==> config.mk <==
export PLATFORM = sky130hd
export DESIGN_NAME = sd_emmc_adma2_scheduler
export DESIGN_NICKNAME = d
export VERILOG_FILES = /design/src/rtl/sd_emmc_adma2_scheduler_pkg.sv /design/src/rtl/sd_emmc_adma2_scheduler.sv
export SDC_FILE = /design/constraint.sdc
export NUM_CORES = 1
export LEC_CHECK = 0
export BUFFER_PORTS_ARGS = -buffer_cell sky130_fd_sc_hd__buf_4
export CAP_MARGIN = 10
export CORE_ASPECT_RATIO = 2
export CORE_MARGIN = 10
export CORE_UTILIZATION = 50
export DETAILED_ROUTE_END_ITERATION = 10
export HOLD_SLACK_MARGIN = 0.03
export PLACE_DENSITY = 0.77
export SLEW_MARGIN = 20
export SYNTH_ARGS = -nofsm -noshare
export SYNTH_HDL_FRONTEND = slang
export SYNTH_SLANG_ARGS = --single-unit
==> constraint.sdc <==
create_clock -name clock -period 2.9 [get_ports clock]
set_clock_uncertainty 0.2 [all_clocks]
set_input_delay 0.29 -clock clock [delete_from_list [all_inputs] [get_ports clock]]
set_output_delay 0.29 -clock clock [all_outputs]
set_load 0.03 [all_outputs]
==> src/rtl/sd_emmc_adma2_scheduler_pkg.sv <==
// ADMA2 descriptor field positions, Act encodings, error-state codes and scheduler FSM states.
package sd_emmc_adma2_scheduler_pkg;

    localparam int ATTR_VALID_BIT = 0;
    localparam int ATTR_END_BIT   = 1;
    localparam int ATTR_INT_BIT   = 2;
    localparam int ACT_LSB        = 4;
    localparam int LEN_LSB        = 16;

    localparam logic [1:0] ACT_TRAN = 2'b10;
    localparam logic [1:0] ACT_LINK = 2'b11;

    localparam logic [1:0] ST_STOP = 2'b00;
    localparam logic [1:0] ST_FDS  = 2'b01;
    localparam logic [1:0] ST_TFR  = 2'b11;

    localparam int DESC_STRIDE = 8;

    typedef enum logic [3:0] {
        S_IDLE      = 4'd0,
        S_FETCH_AR  = 4'd1,
        S_FETCH_R   = 4'd2,
        S_DECODE    = 4'd3,
        S_SEG_ISSUE = 4'd4,
        S_SEG_WAIT  = 4'd5,
        S_DONE      = 4'd6,
        S_ERROR     = 4'd7,
        S_DRAIN     = 4'd8
    } adma_state_e;

    // A zero Length field encodes a full 64 KiB segment.
    function automatic logic [16:0] seg_bytes(input logic [15:0] len_field);
        if (len_field == 16'd0) begin
            seg_bytes = 17'h1_0000;
        end else begin
            seg_bytes = {1'b0, len_field};
        end
    endfunction

endpackage

==> src/rtl/sd_emmc_adma2_scheduler.sv <==
// ADMA2 descriptor walker: fetches 8-byte descriptors over a private AXI read port and offers segments.
// Optional feature macro: SD_ADMA_INT_ATTR_EN (Int attribute drives o_adma_int; otherwise tied 0).
module sd_emmc_adma2_scheduler
    import sd_emmc_adma2_scheduler_pkg::*;
#(
    parameter int LINK_LIMIT = 64,
    parameter int ADDR_W     = 32
) (
    input  logic              clock,
    input  logic              reset,
    input  logic              i_adma_start,
    input  logic [ADDR_W-1:0] i_adma_desc_base,
    input  logic              i_adma_abort,
    output logic [ADDR_W-1:0] o_desc_araddr,
    output logic              o_desc_arvalid,
    input  logic              i_desc_arready,
    input  logic [31:0]       i_desc_rdata,
    input  logic [1:0]        i_desc_rresp,
    input  logic              i_desc_rvalid,
    input  logic              i_desc_rlast,
    output logic              o_desc_rready,
    output logic [ADDR_W-1:0] o_seg_addr,
    output logic [16:0]       o_seg_len,
    output logic              o_seg_valid,
    input  logic              i_seg_ready,
    input  logic              i_seg_done,
    output logic              o_adma_busy,
    output logic              o_adma_xfer_done,
    output logic              o_adma_int,
    output logic              o_adma_err,
    output logic [1:0]        o_adma_err_state,
    output logic [ADDR_W-1:0] o_adma_err_addr
);

    localparam int                CNT_W    = $clog2(LINK_LIMIT + 1);
    localparam logic [CNT_W-1:0]  LINK_MAX = CNT_W'(LINK_LIMIT);
    localparam logic [ADDR_W-1:0] STRIDE   = ADDR_W'(DESC_STRIDE);

    adma_state_e       r_state;
    adma_state_e       w_next;
    logic [ADDR_W-1:0] r_desc_ptr;
    logic [CNT_W-1:0]  r_link_cnt;
    logic [CNT_W-1:0]  w_link_inc;
    logic              r_attr_valid;
    logic              r_attr_end;
    logic              r_attr_int;
    logic [1:0]        r_act;
    logic [16:0]       r_len;
    logic [ADDR_W-1:0] r_addr;
    logic              r_beat;
    logic              r_rerr;
    logic              w_rresp_err;
    logic [1:0]        w_err_code;
    logic [ADDR_W-1:0] w_err_addr;
    logic [1:0]        r_err_state;
    logic [ADDR_W-1:0] r_err_addr;
    logic              r_arvalid;
    logic              r_rready;
    logic              r_seg_valid;
    logic              r_busy;
    logic              r_xfer_done;
    logic              r_int;
    logic              r_err;
    logic              w_unused;

    assign w_unused = ^{i_desc_rdata[15:6], i_desc_rdata[3], r_attr_int};

    // Next-state and error classification.
    always_comb begin
        w_next      = r_state;
        w_err_code  = ST_FDS;
        w_err_addr  = r_desc_ptr;
        w_link_inc  = r_link_cnt + CNT_W'(1);
        w_rresp_err = r_rerr | (i_desc_rresp != 2'b00);
        case (r_state)
            S_IDLE: begin
                if (i_adma_abort) begin
                    w_next = S_IDLE;
                end else if (i_adma_start) begin
                    if (i_adma_desc_base[1:0] != 2'b00) begin
                        w_next     = S_ERROR;
                        w_err_addr = i_adma_desc_base;
                    end else begin
                        w_next = S_FETCH_AR;
                    end
                end else begin
                    w_next = S_IDLE;
                end
            end
            S_FETCH_AR: begin
                // An AR accepted on the abort cycle still owes its R beats.
                if (i_adma_abort) begin
                    w_next = i_desc_arready ? S_DRAIN : S_IDLE;
                end else if (i_desc_arready) begin
                    w_next = S_FETCH_R;
                end else begin
                    w_next = S_FETCH_AR;
                end
            end
            S_FETCH_R: begin
                if (i_adma_abort) begin
                    w_next = (i_desc_rvalid && i_desc_rlast) ? S_IDLE : S_DRAIN;
                end else if (i_desc_rvalid) begin
                    if (!r_beat) begin
                        w_next = i_desc_rlast ? S_ERROR : S_FETCH_R;
                    end else if (w_rresp_err || !i_desc_rlast) begin
                        w_next = S_ERROR;
                    end else begin
                        w_next = S_DECODE;
                    end
                end else begin
                    w_next = S_FETCH_R;
                end
            end
            S_DECODE: begin
                if (i_adma_abort) begin
                    w_next = S_IDLE;
                end else if (!r_attr_valid) begin
                    w_next = S_ERROR;
                end else if (r_act == ACT_TRAN) begin
                    if (r_addr[1:0] != 2'b00) begin
                        w_next     = S_ERROR;
                        w_err_code = ST_TFR;
                    end else begin
                        w_next = S_SEG_ISSUE;
                    end
                end else if ((r_act == ACT_LINK) && (r_addr[1:0] != 2'b00)) begin
                    w_next = S_ERROR;
                end else if ((r_act != ACT_LINK) && r_attr_end) begin
                    w_next = S_DONE;
                end else if (w_link_inc == LINK_MAX) begin
                    w_next = S_ERROR;
                end else begin
                    w_next = S_FETCH_AR;
                end
            end
            S_SEG_ISSUE: begin
                if (i_adma_abort) begin
                    w_next = S_IDLE;
                end else if (i_seg_ready) begin
                    w_next = S_SEG_WAIT;
                end else begin
                    w_next = S_SEG_ISSUE;
                end
            end
            S_SEG_WAIT: begin
                if (i_adma_abort) begin
                    w_next = S_IDLE;
                end else if (i_seg_done) begin
                    w_next = r_attr_end ? S_DONE : S_FETCH_AR;
                end else begin
                    w_next = S_SEG_WAIT;
                end
            end
            S_DONE:  w_next = S_IDLE;
            S_ERROR: w_next = S_IDLE;
            S_DRAIN: begin
                if (i_desc_rvalid && i_desc_rlast) begin
                    w_next = S_IDLE;
                end else begin
                    w_next = S_DRAIN;
                end
            end
            default: w_next = S_IDLE;
        endcase
    end

    // State, descriptor datapath and registered outputs.
    always_ff @(posedge clock) begin
        if (!reset) begin
            r_state      <= S_IDLE;
            r_desc_ptr   <= '0;
            r_link_cnt   <= '0;
            r_attr_valid <= 1'b0;
            r_attr_end   <= 1'b0;
            r_attr_int   <= 1'b0;
            r_act        <= 2'b00;
            r_len        <= 17'd0;
            r_addr       <= '0;
            r_beat       <= 1'b0;
            r_rerr       <= 1'b0;
            r_err_state  <= ST_STOP;
            r_err_addr   <= '0;
            r_arvalid    <= 1'b0;
            r_rready     <= 1'b0;
            r_seg_valid  <= 1'b0;
            r_busy       <= 1'b0;
            r_xfer_done  <= 1'b0;
            r_int        <= 1'b0;
            r_err        <= 1'b0;
        end else begin
            r_state     <= w_next;
            r_arvalid   <= (w_next == S_FETCH_AR);
            r_rready    <= (w_next == S_FETCH_R) || (w_next == S_DRAIN);
            r_seg_valid <= (w_next == S_SEG_ISSUE);
            r_busy      <= (w_next != S_IDLE);
            r_xfer_done <= (w_next == S_DONE);
            r_err       <= (w_next == S_ERROR);
`ifdef SD_ADMA_INT_ATTR_EN
            r_int       <= (r_state == S_SEG_WAIT) && i_seg_done && !i_adma_abort && r_attr_int;
`else
            r_int       <= 1'b0;
`endif
            case (r_state)
                S_IDLE: begin
                    if (i_adma_start && !i_adma_abort) begin
                        r_desc_ptr  <= i_adma_desc_base;
                        r_link_cnt  <= '0;
                        r_err_state <= ST_STOP;
                        r_err_addr  <= '0;
                    end
                end
                S_FETCH_AR: begin
                    r_beat <= 1'b0;
                    r_rerr <= 1'b0;
                end
                S_FETCH_R: begin
                    if (i_desc_rvalid) begin
                        if (!r_beat) begin
                            r_attr_valid <= i_desc_rdata[ATTR_VALID_BIT];
                            r_attr_end   <= i_desc_rdata[ATTR_END_BIT];
                            r_attr_int   <= i_desc_rdata[ATTR_INT_BIT];
                            r_act        <= i_desc_rdata[ACT_LSB +: 2];
                            r_len        <= seg_bytes(i_desc_rdata[LEN_LSB +: 16]);
                            r_rerr       <= (i_desc_rresp != 2'b00);
                            r_beat       <= 1'b1;
                        end else begin
                            r_addr <= i_desc_rdata[ADDR_W-1:0];
                        end
                    end
                end
                S_DECODE: begin
                    if (w_next == S_FETCH_AR) begin
                        r_link_cnt <= w_link_inc;
                        r_desc_ptr <= (r_act == ACT_LINK) ? r_addr : (r_desc_ptr + STRIDE);
                    end else if (w_next == S_SEG_ISSUE) begin
                        r_link_cnt <= '0;
                    end
                end
                S_SEG_WAIT: begin
                    if (i_seg_done && !i_adma_abort) begin
                        r_desc_ptr <= r_desc_ptr + STRIDE;
                    end
                end
                default: begin
                end
            endcase
            if (w_next == S_ERROR) begin
                r_err_state <= w_err_code;
                r_err_addr  <= w_err_addr;
            end else if (i_adma_abort) begin
                r_err_state <= ST_STOP;
            end
        end
    end

    assign o_desc_araddr    = r_desc_ptr;
    assign o_desc_arvalid   = r_arvalid;
    assign o_desc_rready    = r_rready;
    assign o_seg_addr       = r_addr;
    assign o_seg_len        = r_len;
    assign o_seg_valid      = r_seg_valid;
    assign o_adma_busy      = r_busy;
    assign o_adma_xfer_done = r_xfer_done;
    assign o_adma_int       = r_int;
    assign o_adma_err       = r_err;
    assign o_adma_err_state = r_err_state;
    assign o_adma_err_addr  = r_err_addr;

endmodule

Yosys cells after proc, flatten, opt, wreduce, memory -nomap -nowiden:

Cells that the tools add are included.

* output and inout port bits: 122
* logic and storage cells: 130
* register bits: 138

* reductions and logical operators: 30
* mux-type cells: 56
* equality and inequality tests: 22
* add/subtract/negate cells: 2
* bitwise operators: 2

Operators by type and width (count)
* $mux 32: 11
* $pmux 32 s3: 1
* $mux 4: 10
* $mux 3: 11
* $add 32x4->32 const B: 1
* $pmux 4 s7: 1
* $mux 2: 11
* $mux 7: 3
* $eq 4x3->1 const B: 5
* $mux 17: 1
* $logic_not 16->1: 1
* $pmux 7 s2: 1
* $reduce_bool 2->1: 7
* $eq 4x2->1 const B: 3
* $ne 2x2->1 const B: 6
* $reduce_and 3->1: 4
* $reduce_bool 3->1: 3
* $eq 4x1->1 const B: 2
* $eq 4x4->1 const B: 2
* $add 7x1->7 const B: 1
* $eq 7x7->1 const B: 1
* $reduce_and 2->1: 3
* $logic_and 1x1->1: 5
* $eq 2x2->1 const B: 2
* 10 further kinds: 16

Depth between registers and ports, before layout:

Gate-level depths: netlist of run 1.

* word-level depth: 13
* gate-level depth with buffers: 11
* mapped depth without buffers: 9

Worst setup path before layout of run 1:

OpenSTA, ideal clock, no wires.

* kind: register to register
* start point: register r_desc_ptr[10], in the netlist o_desc_araddr[10]
* end point: register r_desc_ptr[29], in the netlist o_desc_araddr[29]
* data required time: 2.631 ns
* stages on the path, launching flop included: 9
* slack: 0.289 ns
* arrival: 2.342 ns
* clock period less this slack: 2.611 ns
* setup time: 0.069 ns
* buffers on the path: 2
* cell sequence: dfxtp_1 > buf_2 > nand3_1 > or4_4 > or3_1 > clkbuf_1 > o41ai_2 > o31ai_1 > o21ai_1

* cells in the longest elaborated chain, start to end: 4
* elaborated cells on any way between the ends: 5

RTL lines
* start: declaration: RTL line sd_emmc_adma2_scheduler.sv:41 `logic [ADDR_W-1:0] r_desc_ptr;`
* start signal: assignment: RTL line sd_emmc_adma2_scheduler.sv:207 `r_desc_ptr <= i_adma_desc_base;`
* start signal: assignment: RTL line sd_emmc_adma2_scheduler.sv:235 `r_desc_ptr <= (r_act == ACT_LINK) ? r_addr : (r_desc_ptr + STRIDE);`
* start signal: assignment: RTL line sd_emmc_adma2_scheduler.sv:242 `r_desc_ptr <= r_desc_ptr + STRIDE;`
* $add 32x4->32 *: RTL line sd_emmc_adma2_scheduler.sv:235, sd_emmc_adma2_scheduler.sv:242
* $mux 32: RTL line sd_emmc_adma2_scheduler.sv:235
* $mux 32: RTL line sd_emmc_adma2_scheduler.sv:233 `if (w_next == S_FETCH_AR) begin`
* $pmux 32 s3 *: RTL line sd_emmc_adma2_scheduler.sv:204 `case (r_state)`

Every way passes the cells marked *; elsewhere a longest branch is shown, timed or not. The select of a mux whose other input is x is not followed.
A chain may end at the register's enable or synchronous reset.

Worst setup path in the final report of run 1:

* start point: input i_adma_desc_base[1]
* end point: register r_desc_ptr[27], in the netlist o_desc_araddr[27]

* cells in the longest elaborated chain, start to end: 8

RTL lines
* start: declaration: RTL line sd_emmc_adma2_scheduler.sv:12 `input logic [ADDR_W-1:0] i_adma_desc_base,`
* $reduce_bool 2->1: RTL line sd_emmc_adma2_scheduler.sv:80 `if (i_adma_desc_base[1:0] != 2'b00) begin`
* $mux 3: RTL line sd_emmc_adma2_scheduler.sv:80
* $mux 4: RTL line sd_emmc_adma2_scheduler.sv:79 `end else if (i_adma_start) begin`
* $mux 4: RTL line sd_emmc_adma2_scheduler.sv:77 `if (i_adma_abort) begin`
* $pmux 4 s7: RTL line sd_emmc_adma2_scheduler.sv:75 `case (r_state)`
* $eq 4x1->1: RTL line sd_emmc_adma2_scheduler.sv:233
* $ne 2x2->1 (no source line)
* $reduce_and 4->1 (no source line)

No other way between the ends.

==> results.toml, run 1 <==
[sta]
slew_violations = 0
finalHoldViolations = 0
slew_headroom_pct = 48.55
timing.final.crit_share_pct = 96.11
tightest_slew_ns = 0.7717
period_needed_ns = 2.787
setup_slack_ns = 0.1128
setup-violations-final = 0
clock.fmax_ghz = 0.3588

[clock_tree]
clock_path_buffers = 2
root_buffer = "clkbuf_16"
cts_inserted_buffers = 17
tritoncts = "done"
htreeDepth = 4
clk_pin_slew_ns = 0.07
insertion_delay_ns = 0.42
cts.sinks = 138

[die]
floorplan.rows = 60
start_util_pct = 50.99
core_mm2 = 0.01344
die-area_mm2 = 0.01907
die_y_um = 185.6
io_pins = 197
die_x_um = 102.8

[setup_path]
cp-startpoint = "i_adma_desc_base[1]"
path_max_fanout = 21
cp-start-kind = "primary input"
crit_buf_inv = 4
cpMaxStageDelayCell = "dlygate4sd3_1"
critical_path_class = "primary input to flop"
crit_family = "buffers and inverters"
cp.arrival_ns = 2.89
path_cells = "dlygate4sd3_1, buf_4, or2_1, and3_1, a2111oi_4, and2_4, a31oi_4, buf_12, buf_4, o31ai_1, o21ai_1"
endpoint_kind = "flop"
cp_data_required_time_ns = 3.00
r2r-start = "r_link_cnt[0]"
path_common_cell = "buf_4"
slowest_delay_ns = 0.54

[power_and_ir_drop]
p_leak_nw = 3.985
powerDensity_mw_per_mm2 = 514.4
ir_drop_uv = 413.2
power_w = 0.004995

[layout]
fin_nets = 1161
fill_cells = 1041
syn_to_final_growth_pct = 41.73
ff_latch_area_mm2 = 0.002764
layout-drive-gt1-share_pct = 28.62
multi_input_area_mm2 = 0.003777
final_common_cell = "buf_4"
layout.cells.non_filler = 1253
layout_common_cells = "buf_4 (235), nand2_1 (152), dfxtp_1 (137)"

[synthesis]
synthFlopType = "dfxtp_1"
netlist_top_cells_area = "dfxtp_1 (40%), nand2_1 (8.3%), a21oi_1 (6.3%)"
synth_area_leader_cell = "dfxtp_1"
ys_types = 77
syn_inst = 840
syn_avg_cell_area_um2 = 8.157
yosysWarnings = 0
syn_area_mm2 = 0.006852
syn_nets = 917
ys_seq_area_share_pct = 40.32
synth-edff-count = 0
synth_top_area_share_pct = 40.32
ys_seq_elements = 138
async_flop_share_pct = 0

[global_route]
grt.overflow.total = 0
grt_max_degree = 57
grt_pass1_wl_mm = 42.77
grt_usage_pct = 29.21
grt_pass1_vias = 7946
antenna_found_initial = 1

[worst_hold_path]
min_from = "i_adma_desc_base[21]"
hold_path.class = "primary input to flop"

[route]
drtIter0Drc = 751
ant_nets = 0
wl_mm = 28.24
avgViaCountPerCell = 6.271
drc_errors = 0
dr.pass1.iters = 9
wl_per_cell_um = 22.53
num_vias = 7857

[place]
routabilityCongestion = 1.007
place_ws_ns = 0.06355
dp.cells = 1167
port_buffers = 195
dpl.hpwl_mm = 19.73

[run_status]
status = "finished, final reports clean"

[job]
max-cap-violations = 0
-- registers in the layout, summed over array words and instances, names as in the netlist, 2 cells and up --
register,flops
o_adma_err_addr,32
o_desc_araddr,32
o_seg_addr,32
o_seg_len,17
r_link_cnt,7
r_state,4
o_adma_err_state,2
r_act,2
-- worst paths after layout --
kind | end | slack [ns] | depth (start not counted)
worst max-delay path | o_desc_araddr[27] | 0.11 | 11
worst min-delay path | o_adma_err_addr[21] | 0.06 | 4
worst max register to register | o_desc_araddr[27] | 0.16 | 10
worst min register to register | o_seg_len[1] | 0.26 | 2
-- tightest hold or removal path: stages --
cell and delay, ns:
buf_4 0.10, nand2_1 0.04, a21oi_1 0.11, o21a_1 0.11
-- metrics by stage --
step | cell area [um^2] | setup TNS (ns) | hold slack [ns] | util (%)
after floorplan | 6852 | 0 | 0.2260 | -
final | 9711 | 0 | 0.06237 | 72.26
after CTS | 9667 | 0 | 0.04826 | 71.94
after global routing | 9711 | -0.0004659 | 0.06506 | 72.26
after global placement | 8559 | 0 | 0.2433 | 63.70
after detailed placement | 8559 | 0 | 0.2480 | 63.70
-- cell families after synthesis --
family | Yosys count | synth area share, %
AND/OR/NAND/NOR | 334 | 23.52
AO/OA/AOI/OAI | 273 | 28.27
flip-flops | 138 | 40.32
buffers and inverters | 76 | 5.149
multiplexers | 14 | 2.063
adder cells (fa/ha/maj) | 2 | 0.3652
XOR/XNOR | 2 | 0.2557
other | 1 | 0.05473
-- final cells by class --
cell class              count  share of cell area [%]
clock inverters            15                   1.662
flip-flops and latches    138                   28.46
repair buffers            290                   24.15
clock buffers              17                   4.381
well taps                 155                   1.997
diodes                      1                 0.02577
multi-input cells         626                   38.90
inverters                  11                  0.4252
-- power by group --
group | switching [W] | total [W] | leakage [nW] | internal [W]
clock network | 0.000948 | 0.00218 | 0.289 | 0.00123
registers | 0.0000740 | 0.00202 | 1.12 | 0.00195
logic | 0.000459 | 0.000794 | 2.58 | 0.000335
total | 0.00148 | 0.00500 | 3.98 | 0.00351
-- what timing repair did --
item                                    in CTS  in global routing
setup buffers                                0                  1
resized for setup                            0                  9
hold buffers                                52                  0
endpoints found under the setup margin       0                 58
endpoints found under the hold margin       74                  0
-- layer usage --
metal  global-route usage (%)  part of all wire, %
met1                    27.72                   32
met2                    52.31                   52
met3                    7.467                  8.0
met4                    20.87                  7.5
met5                        0                    0
-- cells in the mapped netlist (14+ instances only) --
library cell  count
clkbuf_1         43
nor2_1           47
nand2_1         152
and3_1           29
a22oi_1          23
nand3_1          30
o21ai_1          16
o21a_1           22
nor3_1           15
a21oi_1          86
o2bb2ai_1        14
o21ai_0          17
dfxtp_1         138
Power figures use the tool's default switching activity.
==> run 2: changes to the inputs <==
--- a/config.mk
+++ b/config.mk
@@ -11,6 +11,7 @@
 export CORE_MARGIN = 10
 export CORE_UTILIZATION = 50
 export DETAILED_ROUTE_END_ITERATION = 10
+export GPL_TIMING_DRIVEN = 0
 export HOLD_SLACK_MARGIN = 0.03
 export PLACE_DENSITY = 0.77
 export SLEW_MARGIN = 20
==> results.toml, run 2 (synthesized netlist as in run 1, its figures left out) <==
[die]
io_pins = 197
die-area_mm2 = 0.01907
die_x_um = 102.8
die_y_um = 185.6
start_util_pct = 50.99
core_mm2 = 0.01344
floorplan.rows = 60

[setup_path]
path_cells = "buf_6, buf_12, nor2_2, and3_1, o21ai_1, a31oi_4, nand3_1, buf_2, buf_2, a21oi_1, o21a_1"
slowest_delay_ns = 0.37
path_max_fanout = 10
r2r_cells = 11
reg2reg_setup_slack_ns = 0.04
endpoint_kind = "flop"
cp-start-kind = "flop"
crit_family = "compound AO/OA/AOI/OAI gates"
cpMaxStageDelayCell = "a31oi_4"
cp.arrival_ns = 3.04
path_common_cell = "buf_2"
r2r_end = "o_adma_err_addr[3]"
cp-startpoint = "r_state[2]"
crit_buf_inv = 4
critical_path_class = "flop to flop"
cp_data_required_time_ns = 3.08
r2r-start = "r_state[2]"

[sta]
slew_headroom_pct = 38.86
clock.fmax_ghz = 0.3491
setup-violations-final = 0
fin_tns_setup_ns = 0
timing.final.crit_share_pct = 98.78
period_needed_ns = 2.865
slew_violations = 0
tightest_slew_ns = 0.9138
setup_slack_ns = 0.03549
finalHoldViolations = 0

[clock_tree]
htreeDepth = 4
insertion_delay_ns = 0.44
cts_inserted_buffers = 17
clock_path_buffers = 2
root_buffer = "clkbuf_16"
cts.sinks = 138
tritoncts = "done"
clk_pin_slew_ns = 0.07

[layout]
ff_latch_area_mm2 = 0.002766
syn_to_final_growth_pct = 44.89
antenna_cells = 0
layout.cells.non_filler = 1284
layout-drive-gt1-share_pct = 27.90
final_area_mm2 = 0.009927
fin_nets = 1193
layout_common_cells = "buf_4 (209), nand2_1 (152), dfxtp_1 (135)"
fill_cells = 1063
final_common_cell = "buf_4"
multi_input_area_mm2 = 0.003924

[global_route]
grt.overflow.total = 0
grt_max_degree = 17
grt_pass1_vias = 8089
grt_usage_pct = 30.56
grt_pass1_wl_mm = 44.55
antenna_found_initial = 0

[place]
dpl.hpwl_mm = 21.77
port_buffers = 194
place_area_mm2 = 0.008502
dp.cells = 1189
routabilityCongestion = 0.9590
place_ws_ns = -0.2216

[worst_hold_path]
min_from = "i_adma_start"
worstHoldPathCells = 4
whs_endpoint = "o_adma_err_state[0]"
hold_path.class = "primary input to flop"

[route]
drtIter0Drc = 672
wl_mm = 30.03
num_vias = 8158
dr.pass1.iters = 6
ant_nets = 0
drc_errors = 0
avgViaCountPerCell = 6.354
wl_per_cell_um = 23.39

[power_and_ir_drop]
powerDensity_mw_per_mm2 = 504.9
p_leak_nw = 4.005
ir_drop_uv = 450.9

[job]
max-cap-violations = 0

[run_status]
status = "finished, final reports clean"
## run 2: cell types whose count changed in the layout (fill, tap and decap cells not counted), sizes merged
cell         change
a31oi            +1
dlygate4sd3      +1
diode            -1
buf             -14
bufinv           -1
clkinvlp         -1
inv              -4
clkinv           +6
clkbuf          +44
## run 2: layout make-up
type | instances | share of cell area, %
multi-input cells | 627 | 39.53
flip-flops and latches | 138 | 27.87
inverters | 11 | 0.4159
repair buffers | 259 | 21.09
plain buffers | 62 | 3.327
well taps | 155 | 1.954
clock buffers | 17 | 4.285
clock inverters | 15 | 1.538
## run 2: worst min-delay path, stage by stage
cell,delay (ns)
buf_4,0.09
a31oi_1,0.12
nand2_1,0.08
a21oi_1,0.06
## run 2: how the worst max path moves through the flow
stage	cells past startpoint	end	slack [ns]
after floorplan	8	o_desc_araddr[29]	0.29
after global placement	10	o_adma_err_addr[15]	-0.17
after detailed placement	10	o_adma_err_addr[30]	-0.22
after CTS	7	o_desc_araddr[2]	0.01
after global routing	11	o_adma_err_addr[3]	-0.06
final	11	o_adma_err_addr[3]	0.04
## run 2: repair_timing
item | in CTS | in global routing
buffers inserted | 3 | 7
hold buffers | 53 | 0
pin swaps | 2 | 7
endpoints found under the hold margin | 77 | 0
cloned | 0 | 3
resized for setup | 8 | 42
endpoints found under the setup margin | 57 | 60
## run 2: metal layers
| metal | track usage (%) | part of all wire, % |
|---|---|---|
| met5 | 0 | 0 |
| met4 | 23.67 | 8.6 |
| met3 | 6.724 | 8.6 |
| met2 | 52.87 | 50 |
| met1 | 30.53 | 33 |
## run 2: per-stage QoR
stage | power (W) | hold WS, ns | utilization [%]
CTS | 0.004952 | 0.04292 | 71.93
global placement | 0.002768 | 0.2444 | 63.27
finish | 0.005012 | 0.04391 | 73.87
global route | 0.005154 | 0.06805 | 73.87
detailed placement | 0.002773 | 0.2483 | 63.27
floorplan | 0.002463 | 0.2260 | -
## run 2: power by group
part / internal [W] / total (W) / switching, W
clock: 0.00115 / 0.00215 / 0.000996
sequential: 0.00195 / 0.00204 / 0.0000874
combinational: 0.000349 / 0.000828 / 0.000478
